`src/rtl/key_bind_writer_pkg.sv`:
```
// key_bind_writer_pkg
// Shared constants, state encoding and helpers for the key-binding writer.
//   NOTE_KEY_BITS      width of one-hot note addresses and key patterns
//   KEY_BIND_DEBOUNCE  default debounce length in cycles (1 ms at 100 MHz)
//   kb_state_t         FSM encoding KB_IDLE .. KB_VERIFY
package key_bind_writer_pkg;

  localparam int NOTE_KEY_BITS     = 7;
  localparam int KEY_BIND_DEBOUNCE = 100000;

  typedef logic [NOTE_KEY_BITS-1:0] key_t;

  typedef enum logic [2:0] {
    KB_IDLE         = 3'd0,
    KB_WAIT_PRESS   = 3'd1,
    KB_WRITE        = 3'd2,
    KB_WAIT_RELEASE = 3'd3,
    KB_DONE         = 3'd4,
    KB_VERIFY       = 3'd5
  } kb_state_t;

  // Exactly one bit set: non-zero and clearing the lowest set bit leaves zero.
  function automatic logic is_onehot(input key_t v);
    return (v != '0) && ((v & (v - key_t'(1))) == '0);
  endfunction

endpackage

```
`src/rtl/key_bind_writer_stable.sv`:
```
// key_stable_detect
// Debounce detector shared by press and release detection. A pattern is
// reported stable once it has been sampled unchanged (and qualified) for
// DEBOUNCE_CYCLES consecutive cycles. The counter saturates, never wraps.
// Ports:
//   clk, rst        clock, asynchronous active-high reset
//   clr             hold the counter at zero (FSM not waiting on keys)
//   pattern [W]     current key levels
//   qualify         pattern is acceptable for the current wait
//   stable_valid    pattern held for DEBOUNCE_CYCLES cycles
//   stable_pattern  the pattern that is being tracked
module key_stable_detect
  import key_bind_writer_pkg::*;
#(
  parameter int DEBOUNCE_CYCLES = KEY_BIND_DEBOUNCE,
  parameter int W               = NOTE_KEY_BITS
) (
  input  logic         clk,
  input  logic         rst,
  input  logic         clr,
  input  logic [W-1:0] pattern,
  input  logic         qualify,
  output logic         stable_valid,
  output logic [W-1:0] stable_pattern
);

  localparam int CNT_W = (DEBOUNCE_CYCLES > 1) ? $clog2(DEBOUNCE_CYCLES) : 1;
  localparam logic [CNT_W-1:0] CNT_MAX = CNT_W'(DEBOUNCE_CYCLES - 1);

  logic [CNT_W-1:0] cnt_q;
  logic [W-1:0]     prev_q;
  logic             same;

  assign same = (pattern == prev_q);

  always_ff @(posedge clk or posedge rst) begin
    if (rst) begin
      cnt_q  <= '0;
      prev_q <= '0;
    end else begin
      prev_q <= pattern;
      if (clr || !qualify || !same)
        cnt_q <= '0;
      else if (cnt_q != CNT_MAX)
        cnt_q <= cnt_q + CNT_W'(1);
    end
  end

  // The live pattern must still match, so a change on the capture cycle
  // itself never slips through.
  assign stable_valid   = !clr && qualify && same && (cnt_q == CNT_MAX);
  assign stable_pattern = prev_q;

endmodule

```
`src/rtl/key_bind_writer.sv`:
```
// key_bind_writer
// Interactive note-to-key binding controller: prompts each of the NOTES
// notes in order, captures one debounced one-hot key per note and issues a
// single-cycle RAM write (ram_rw=1, ram_addr=note, ram_wdata=key).
// Optional build macro KEY_BIND_VERIFY_EN: after each write the RAM is read
// back for one cycle; one retry on mismatch, then the press is rejected.
// Ports:
//   clk, rst      clock, asynchronous active-high reset
//   start         pulse, begins a session from idle
//   cancel        level, aborts a session (wins over everything)
//   keys          synchronized key levels, 1 = pressed
//   ram_rdata     RAM read data (read-back check only)
//   ram_rw        RAM write strobe
//   ram_addr      one-hot note address
//   ram_wdata     one-hot key being stored
//   prompt_note   one-hot note awaiting a key
//   busy          session active
//   done          one-cycle pulse when all notes are bound
//   err           one-cycle pulse on a rejected press
module key_bind_writer
  import key_bind_writer_pkg::*;
#(
  parameter int DEBOUNCE_CYCLES = KEY_BIND_DEBOUNCE,
  parameter int NOTES           = NOTE_KEY_BITS
) (
  input  logic                     clk,
  input  logic                     rst,
  input  logic                     start,
  input  logic                     cancel,
  input  logic [NOTE_KEY_BITS-1:0] keys,
  input  logic [NOTE_KEY_BITS-1:0] ram_rdata,
  output logic                     ram_rw,
  output logic [NOTE_KEY_BITS-1:0] ram_addr,
  output logic [NOTE_KEY_BITS-1:0] ram_wdata,
  output logic [NOTE_KEY_BITS-1:0] prompt_note,
  output logic                     busy,
  output logic                     done,
  output logic                     err
);

  localparam int IDX_W = (NOTES > 1) ? $clog2(NOTES) : 1;

  kb_state_t  state_q, state_d;
  logic [IDX_W-1:0] idx_q, idx_d;
  key_t       used_q, used_d;
  key_t       wdata_q;
  logic       wdata_ld;
  logic       advance_q, advance_d;  // last action was a successful write
  logic       err_q, err_d;
  key_t       note_oh;
  logic       det_clr, det_qualify, det_valid;
  key_t       det_pattern;

`ifdef KEY_BIND_VERIFY_EN
  logic       retry_q, retry_d;
`else
  logic       unused_rdata;
  assign unused_rdata = ^ram_rdata;
`endif

  assign note_oh = key_t'(1) << idx_q;

  // Press wait accepts only one-hot patterns; release wait only all-zero.
  assign det_clr     = !((state_q == KB_WAIT_PRESS) || (state_q == KB_WAIT_RELEASE));
  assign det_qualify = (state_q == KB_WAIT_PRESS) ? is_onehot(keys) : (keys == '0);

  key_stable_detect #(
    .DEBOUNCE_CYCLES (DEBOUNCE_CYCLES),
    .W               (NOTE_KEY_BITS)
  ) u_stable (
    .clk            (clk),
    .rst            (rst),
    .clr            (det_clr),
    .pattern        (keys),
    .qualify        (det_qualify),
    .stable_valid   (det_valid),
    .stable_pattern (det_pattern)
  );

  always_ff @(posedge clk or posedge rst) begin
    if (rst) begin
      state_q   <= KB_IDLE;
      idx_q     <= '0;
      used_q    <= '0;
      advance_q <= 1'b0;
      err_q     <= 1'b0;
`ifdef KEY_BIND_VERIFY_EN
      retry_q   <= 1'b0;
`endif
    end else begin
      state_q   <= state_d;
      idx_q     <= idx_d;
      used_q    <= used_d;
      advance_q <= advance_d;
      err_q     <= err_d;
`ifdef KEY_BIND_VERIFY_EN
      retry_q   <= retry_d;
`endif
    end
  end

  // Key to store; only observed while the FSM is writing or verifying.
  always_ff @(posedge clk) begin
    if (wdata_ld)
      wdata_q <= det_pattern;
  end

  always_comb begin
    state_d     = state_q;
    idx_d       = idx_q;
    used_d      = used_q;
    advance_d   = advance_q;
    err_d       = 1'b0;
    wdata_ld    = 1'b0;
`ifdef KEY_BIND_VERIFY_EN
    retry_d     = retry_q;
`endif
    ram_rw      = 1'b0;
    ram_addr    = '0;
    ram_wdata   = '0;
    prompt_note = '0;
    busy        = 1'b0;
    done        = 1'b0;

    case (state_q)
      KB_IDLE: begin
        if (start && !cancel) begin
          state_d   = KB_WAIT_PRESS;
          idx_d     = '0;
          used_d    = '0;
          advance_d = 1'b0;
        end
      end
      KB_WAIT_PRESS: begin
        busy        = 1'b1;
        prompt_note = note_oh;
        ram_addr    = note_oh;
        if (det_valid) begin
          if ((det_pattern & used_q) != '0) begin
            // Key already bound to another note: reject, re-prompt same note.
            err_d     = 1'b1;
            advance_d = 1'b0;
            state_d   = KB_WAIT_RELEASE;
          end else begin
            wdata_ld  = 1'b1;
            state_d   = KB_WRITE;
`ifdef KEY_BIND_VERIFY_EN
            retry_d   = 1'b0;
`endif
          end
        end
      end
      KB_WRITE: begin
        busy        = 1'b1;
        prompt_note = note_oh;
        ram_addr    = note_oh;
        ram_wdata   = wdata_q;
        ram_rw      = 1'b1;
        used_d      = used_q | wdata_q;
`ifdef KEY_BIND_VERIFY_EN
        state_d     = KB_VERIFY;
`else
        advance_d   = 1'b1;
        state_d     = KB_WAIT_RELEASE;
`endif
      end
`ifdef KEY_BIND_VERIFY_EN
      KB_VERIFY: begin
        busy        = 1'b1;
        prompt_note = note_oh;
        ram_addr    = note_oh;
        ram_wdata   = wdata_q;
        if (ram_rdata == wdata_q) begin
          advance_d = 1'b1;
          state_d   = KB_WAIT_RELEASE;
        end else if (!retry_q) begin
          retry_d   = 1'b1;
          state_d   = KB_WRITE;
        end else begin
          // Give up: free the key so it can be tried again.
          err_d     = 1'b1;
          used_d    = used_q & ~wdata_q;
          advance_d = 1'b0;
          state_d   = KB_WAIT_RELEASE;
        end
      end
`endif
      KB_WAIT_RELEASE: begin
        busy        = 1'b1;
        prompt_note = note_oh;
        ram_addr    = note_oh;
        if (det_valid) begin
          if (!advance_q)
            state_d = KB_WAIT_PRESS;
          else if (idx_q == IDX_W'(NOTES - 1))
            state_d = KB_DONE;
          else begin
            idx_d   = idx_q + IDX_W'(1);
            state_d = KB_WAIT_PRESS;
          end
        end
      end
      KB_DONE: begin
        busy    = 1'b1;
        done    = 1'b1;
        state_d = KB_IDLE;
      end
      default: state_d = KB_IDLE;
    endcase

    // Abort overrides every transition and suppresses a pending write strobe.
    if (cancel && (state_q != KB_IDLE)) begin
      state_d = KB_IDLE;
      ram_rw  = 1'b0;
      done    = 1'b0;
      err_d   = 1'b0;
    end
  end

  assign err = err_q;

endmodule
```
`config.mk`:
```
export PLATFORM = sky130hd
export DESIGN_NAME = key_bind_writer
export DESIGN_NICKNAME = d
export VERILOG_FILES = /design/src/rtl/key_bind_writer_pkg.sv /design/src/rtl/key_bind_writer_stable.sv /design/src/rtl/key_bind_writer.sv
export SDC_FILE = /design/constraint.sdc
export NUM_CORES = 1
export LEC_CHECK = 0
export BUFFER_PORTS_ARGS = -buffer_cell sky130_fd_sc_hd__buf_2
export CAP_MARGIN = 15
export CORE_ASPECT_RATIO = 1.2
export CORE_MARGIN = 3
export CORE_UTILIZATION = 30
export DETAILED_ROUTE_END_ITERATION = 10
export HOLD_SLACK_MARGIN = 0.08
export PLACE_DENSITY = 0.54
export SYNTH_ARGS = -nofsm -noshare
export SYNTH_HDL_FRONTEND = slang
export SYNTH_HIERARCHICAL = 1
export SYNTH_SLANG_ARGS = --single-unit
```
`constraint.sdc`:
```
create_clock -name clk -period 6.9 [get_ports clk]
set_input_delay 1.035 -clock clk [delete_from_list [all_inputs] [get_ports clk]]
set_output_delay 1.035 -clock clk [all_outputs]
set_load 0.01 [all_outputs]
```
==> report_table.html <==
<table>
<tr><th>Metric</th><th>Value</th></tr>
<tr><th colspan="2">Timing</th></tr>
<tr><td>Number of max-slew violations in the final report</td><td>0</td></tr>
<tr><td>Worst slew pin tran</td><td>0.932 ns</td></tr>
<tr><td>Slew Limit Headroom</td><td>37.8%</td></tr>
<tr><td>Fmax</td><td>250 MHz</td></tr>
<tr><td>Final hold viol count</td><td>0</td></tr>
<tr><td>Unrepaired setup endpoints after global routing</td><td>false</td></tr>
<tr><td>Total of endpoints with negative setup slack in the final report</td><td>0</td></tr>
<tr><td>Post-route fraction of the period consumed by the critical path</td><td>57.9%</td></tr>
<tr><td>Period minus WS final</td><td>3.99 ns</td></tr>
<tr><td>Hold Slack</td><td>0.506 ns</td></tr>
<tr><td>Setup TNS</td><td>0 ns</td></tr>
<tr><td>Clock Skew</td><td>0.0120 ns</td></tr>
<tr><th colspan="2">Floorplanning</th></tr>
<tr><td>Full die area</td><td>9180 µm²</td></tr>
<tr><td>Horizontal extent of the die</td><td>88.0 µm</td></tr>
<tr><td>I/O pin count</td><td>43</td></tr>
<tr><td>Die height</td><td>104 µm</td></tr>
<tr><td>Num rows</td><td>35</td></tr>
<tr><td>Area of the core</td><td>7750 µm²</td></tr>
<tr><td>Initial Utilization</td><td>31.2%</td></tr>
<tr><th colspan="2">Placement</th></tr>
<tr><td>Estimated wirelength of the detail-placed design</td><td>3430 µm</td></tr>
<tr><td># port buffers</td><td>35</td></tr>
<tr><td>Total placed instance area</td><td>2620 µm²</td></tr>
<tr><td>RD Place Congestion</td><td>0.722</td></tr>
<tr><th colspan="2">Clocking</th></tr>
<tr><td>CTS buffer count</td><td>5</td></tr>
<tr><td>Hold-fix buffer count after cts</td><td>0</td></tr>
<tr><td>Root Driver</td><td>clkbuf_8</td></tr>
<tr><td>H-tree depth</td><td>2</td></tr>
<tr><td>Maximum clock insertion buffer count</td><td>2</td></tr>
<tr><td>TritonCTS Sinks</td><td>46</td></tr>
<tr><td>Post-CTS setup buffer count</td><td>0</td></tr>
<tr><td>Clock tree from TritonCTS</td><td>yes</td></tr>
<tr><td>Clock latency at the later pin of the worst-skew pair</td><td>0.30 ns</td></tr>
<tr><td>Register clock-pin slew on the reported worst setup and hold paths</td><td>0.10 ns</td></tr>
<tr><td>PostCTS Resize Cnt</td><td>0</td></tr>
<tr><th colspan="2">Route</th></tr>
<tr><td>Vias/cell</td><td>4.94</td></tr>
<tr><td>Final routed DRC violation total</td><td>0</td></tr>
<tr><td>Routed met1 length</td><td>2180 µm</td></tr>
<tr><td>DR WL met2</td><td>2310 µm</td></tr>
<tr><td>Routed wirelength normalized by instance count</td><td>13.1 µm</td></tr>
<tr><td>Number of antenna-violating nets in the routed design</td><td>0</td></tr>
<tr><td>DR iter-0 viols</td><td>104</td></tr>
<tr><td>Number of iterations in the first detailed-routing pass</td><td>4</td></tr>
<tr><td>Total vias in the final route</td><td>1785</td></tr>
<tr><td>Highest routed layer</td><td>met4</td></tr>
<tr><td>Detailed-route wire length</td><td>4730 µm</td></tr>
<tr><td>Routed wl met3</td><td>194 µm</td></tr>
<tr><th colspan="2">Yosys</th></tr>
<tr><td>Synth async-reset ratio</td><td>84.8%</td></tr>
<tr><td>Post-synthesis sequential element count</td><td>46</td></tr>
<tr><td>Main flop type after synthesis</td><td>dfrtp_1</td></tr>
<tr><td>Cells after synthesis</td><td>239</td></tr>
<tr><td>Register area share after synthesis</td><td>49.0%</td></tr>
<tr><td>Yosys warning total</td><td>6</td></tr>
<tr><td>Syn Nets</td><td>263</td></tr>
<tr><td>Synth top area cells</td><td>dfrtp_1, edfxtp_1, nor2_1, xor2_1, and2_1</td></tr>
<tr><td>Netlist area before placement</td><td>2420 µm²</td></tr>
<tr><td>Number of enable-type register cells in the synthesized netlist</td><td>7</td></tr>
<tr><td>Most frequent cell after synthesis</td><td>dfrtp_1</td></tr>
<tr><td>Post-synth top cells</td><td>dfrtp_1, nor2_1, a21oi_1, and2_1, nand2_1</td></tr>
<tr><td>Synth top area share</td><td>40.4%</td></tr>
<tr><td>Post-synth cell types</td><td>43</td></tr>
<tr><td>Average size of a mapped cell</td><td>10.1 µm²</td></tr>
<tr><td>Yosys top cell by area</td><td>dfrtp_1</td></tr>
<tr><th colspan="2">Critical path</th></tr>
<tr><td>Largest driver fanout on the critical path</td><td>18</td></tr>
<tr><td>Category of the worst setup path capture point</td><td>register</td></tr>
<tr><td>Crit path kind</td><td>primary input to register</td></tr>
<tr><td>Crit start category</td><td>primary input</td></tr>
<tr><td>Critical path required time</td><td>6.91 ns</td></tr>
<tr><td>Critical path arrival</td><td>4.00 ns</td></tr>
<tr><th colspan="2">Finish</th></tr>
<tr><td>Diodes inserted</td><td>0</td></tr>
<tr><td>Area growth from synthesis to layout</td><td>12.2%</td></tr>
<tr><td>Fraction of layout cells with a size suffix above 1</td><td>20.8%</td></tr>
<tr><td>Final standard cell utilization of the core</td><td>35.0%</td></tr>
<tr><td>Design Area, Final</td><td>2710 µm²</td></tr>
<tr><td>Final Net Count</td><td>292</td></tr>
<tr><th colspan="2">GRT</th></tr>
<tr><td>Congestion Overflow GR</td><td>0</td></tr>
<tr><td>Global-route total usage across every layer</td><td>11.4%</td></tr>
<tr><td>Initial antenna violation count</td><td>0</td></tr>
<tr><td>Vias in the first global route</td><td>1746</td></tr>
<tr><td>Global-route wire length before repair</td><td>8420 µm</td></tr>
<tr><td>Largest net degree at the start of global routing</td><td>25</td></tr>
<tr><th colspan="2">Pwr</th></tr>
<tr><td>PD cells</td><td>177 nW/µm²</td></tr>
<tr><td>Largest vdd supply drop</td><td>0.0633 mV</td></tr>
<tr><td>Leakage power figure</td><td>1.18 nW</td></tr>
<tr><th colspan="2">Run</th></tr>
<tr><td>Number of max-cap violations</td><td>0</td></tr>
<tr><th colspan="2">Status</th></tr>
<tr><td>Outcome</td><td>complete, no violations</td></tr>
<tr><th colspan="2">Min path</th></tr>
<tr><td>Worst hold path class</td><td>register to register</td></tr>
</table>
==> metal layers <==
metal,track usage [%],up-vias
met1,15.6,867
met5,0,-
met4,3.29,0
li1,-,881
met2,17.6,32
met3,2.69,5
==> stage by stage <==
stage | cells | setup slack (ns) | total power [mW]
6_report | 361 | 2.91 | 0.480
3_5_place_dp | 353 | 2.55 | 0.313
3_3_place_gp | 353 | 2.57 | 0.312
5_1_grt | 361 | 2.45 | 0.503
4_1_cts | 361 | 2.86 | 0.488
2_1_floorplan | 239 | 2.84 | 0.302
==> report_power, final <==
group / total, mW / switching, mW / internal [mW] / leakage (nW)
Sequential: 0.282 / 0.00408 / 0.277 / 0.590
Clock: 0.174 / 0.0930 / 0.0807 / 0.0472
Combinational: 0.0251 / 0.0156 / 0.00957 / 0.546
Total: 0.480 / 0.113 / 0.368 / 1.18
==> logic make-up (layout without fill, tap and decap cells) <==
kind of cell	Yosys count	in the layout	synth area share (%)
compound gates	29	29	7.97
xor+xnor	21	21	7.60
simple gates	112	112	25.1
buf+inv	21	51	5.12
mux	4	4	2.07
fa+ha+maj	6	6	3.10
flops	46	46	49.0
==> worst paths after layout <==
check	start	slack, ns	cells past startpoint	endpoint
max	keys[0]	2.91	11	wdata_q[6]
max in group asynchronous	rst	5.38	2	u_stable/stable_pattern[6]
min	used_q[3]	0.51	2	used_q[3]
max reg2reg	state_q[0]	3.14	10	wdata_q[6]
min in group asynchronous	rst	0.80	2	used_q[6]
min reg2reg	used_q[3]	0.51	2	used_q[3]
==> sequential cells by signal, indices dropped and copies added (netlist names) <==
register and count:
err 1, used_q 7, wdata_q 7, u_stable/cnt_q 17, u_stable/stable_pattern 7, state_q 3
advance_q 1, idx_q 3
==> area by class of cell <==
| type | count | area, µm² |
|---|---|---|
| Sequential cell | 46 | 1190 |
| Fill cell | 834 | 5040 |
| Clock buffer | 6 | 82.6 |
| Timing Repair Buffer | 36 | 183 |
| Multi-Input combinational cell | 172 | 1110 |
| Clock inverter | 2 | 12.5 |
| Tap cell | 92 | 115 |
| Inverter | 7 | 26.3 |
==> worst max-delay path, cell delays in order <==
cell     delay (ns)
buf_2          0.13
nor4_1         0.41
nand2_1        0.13
nor4b_1        0.29
a211o_1        0.14
nor3b_1        0.17
nand4_1        0.61
nor2_1         0.43
nand2_1        0.17
nor4_1         0.27
buf_4          0.22
==> cell usage in the layout (no fill, tap or decap), types with 3 or more instances in the layout <==
cell / n
a21oi_1: 14
xnor2_1: 10
or3_1: 4
and2_1: 14
nor4b_1: 4
inv_1: 7
dfrtp_1: 39
ha_1: 6
clkbuf_8: 6
edfxtp_1: 7
nor3b_1: 3
xor2_1: 11
nor3_1: 8
buf_2: 35
o21ai_0: 4
nor2_1: 35
nand4_1: 7
nor4_1: 4
nand2_1: 13
nand3_1: 5
and3_1: 5
No activity file was read; power rests on OpenSTA's default activity.
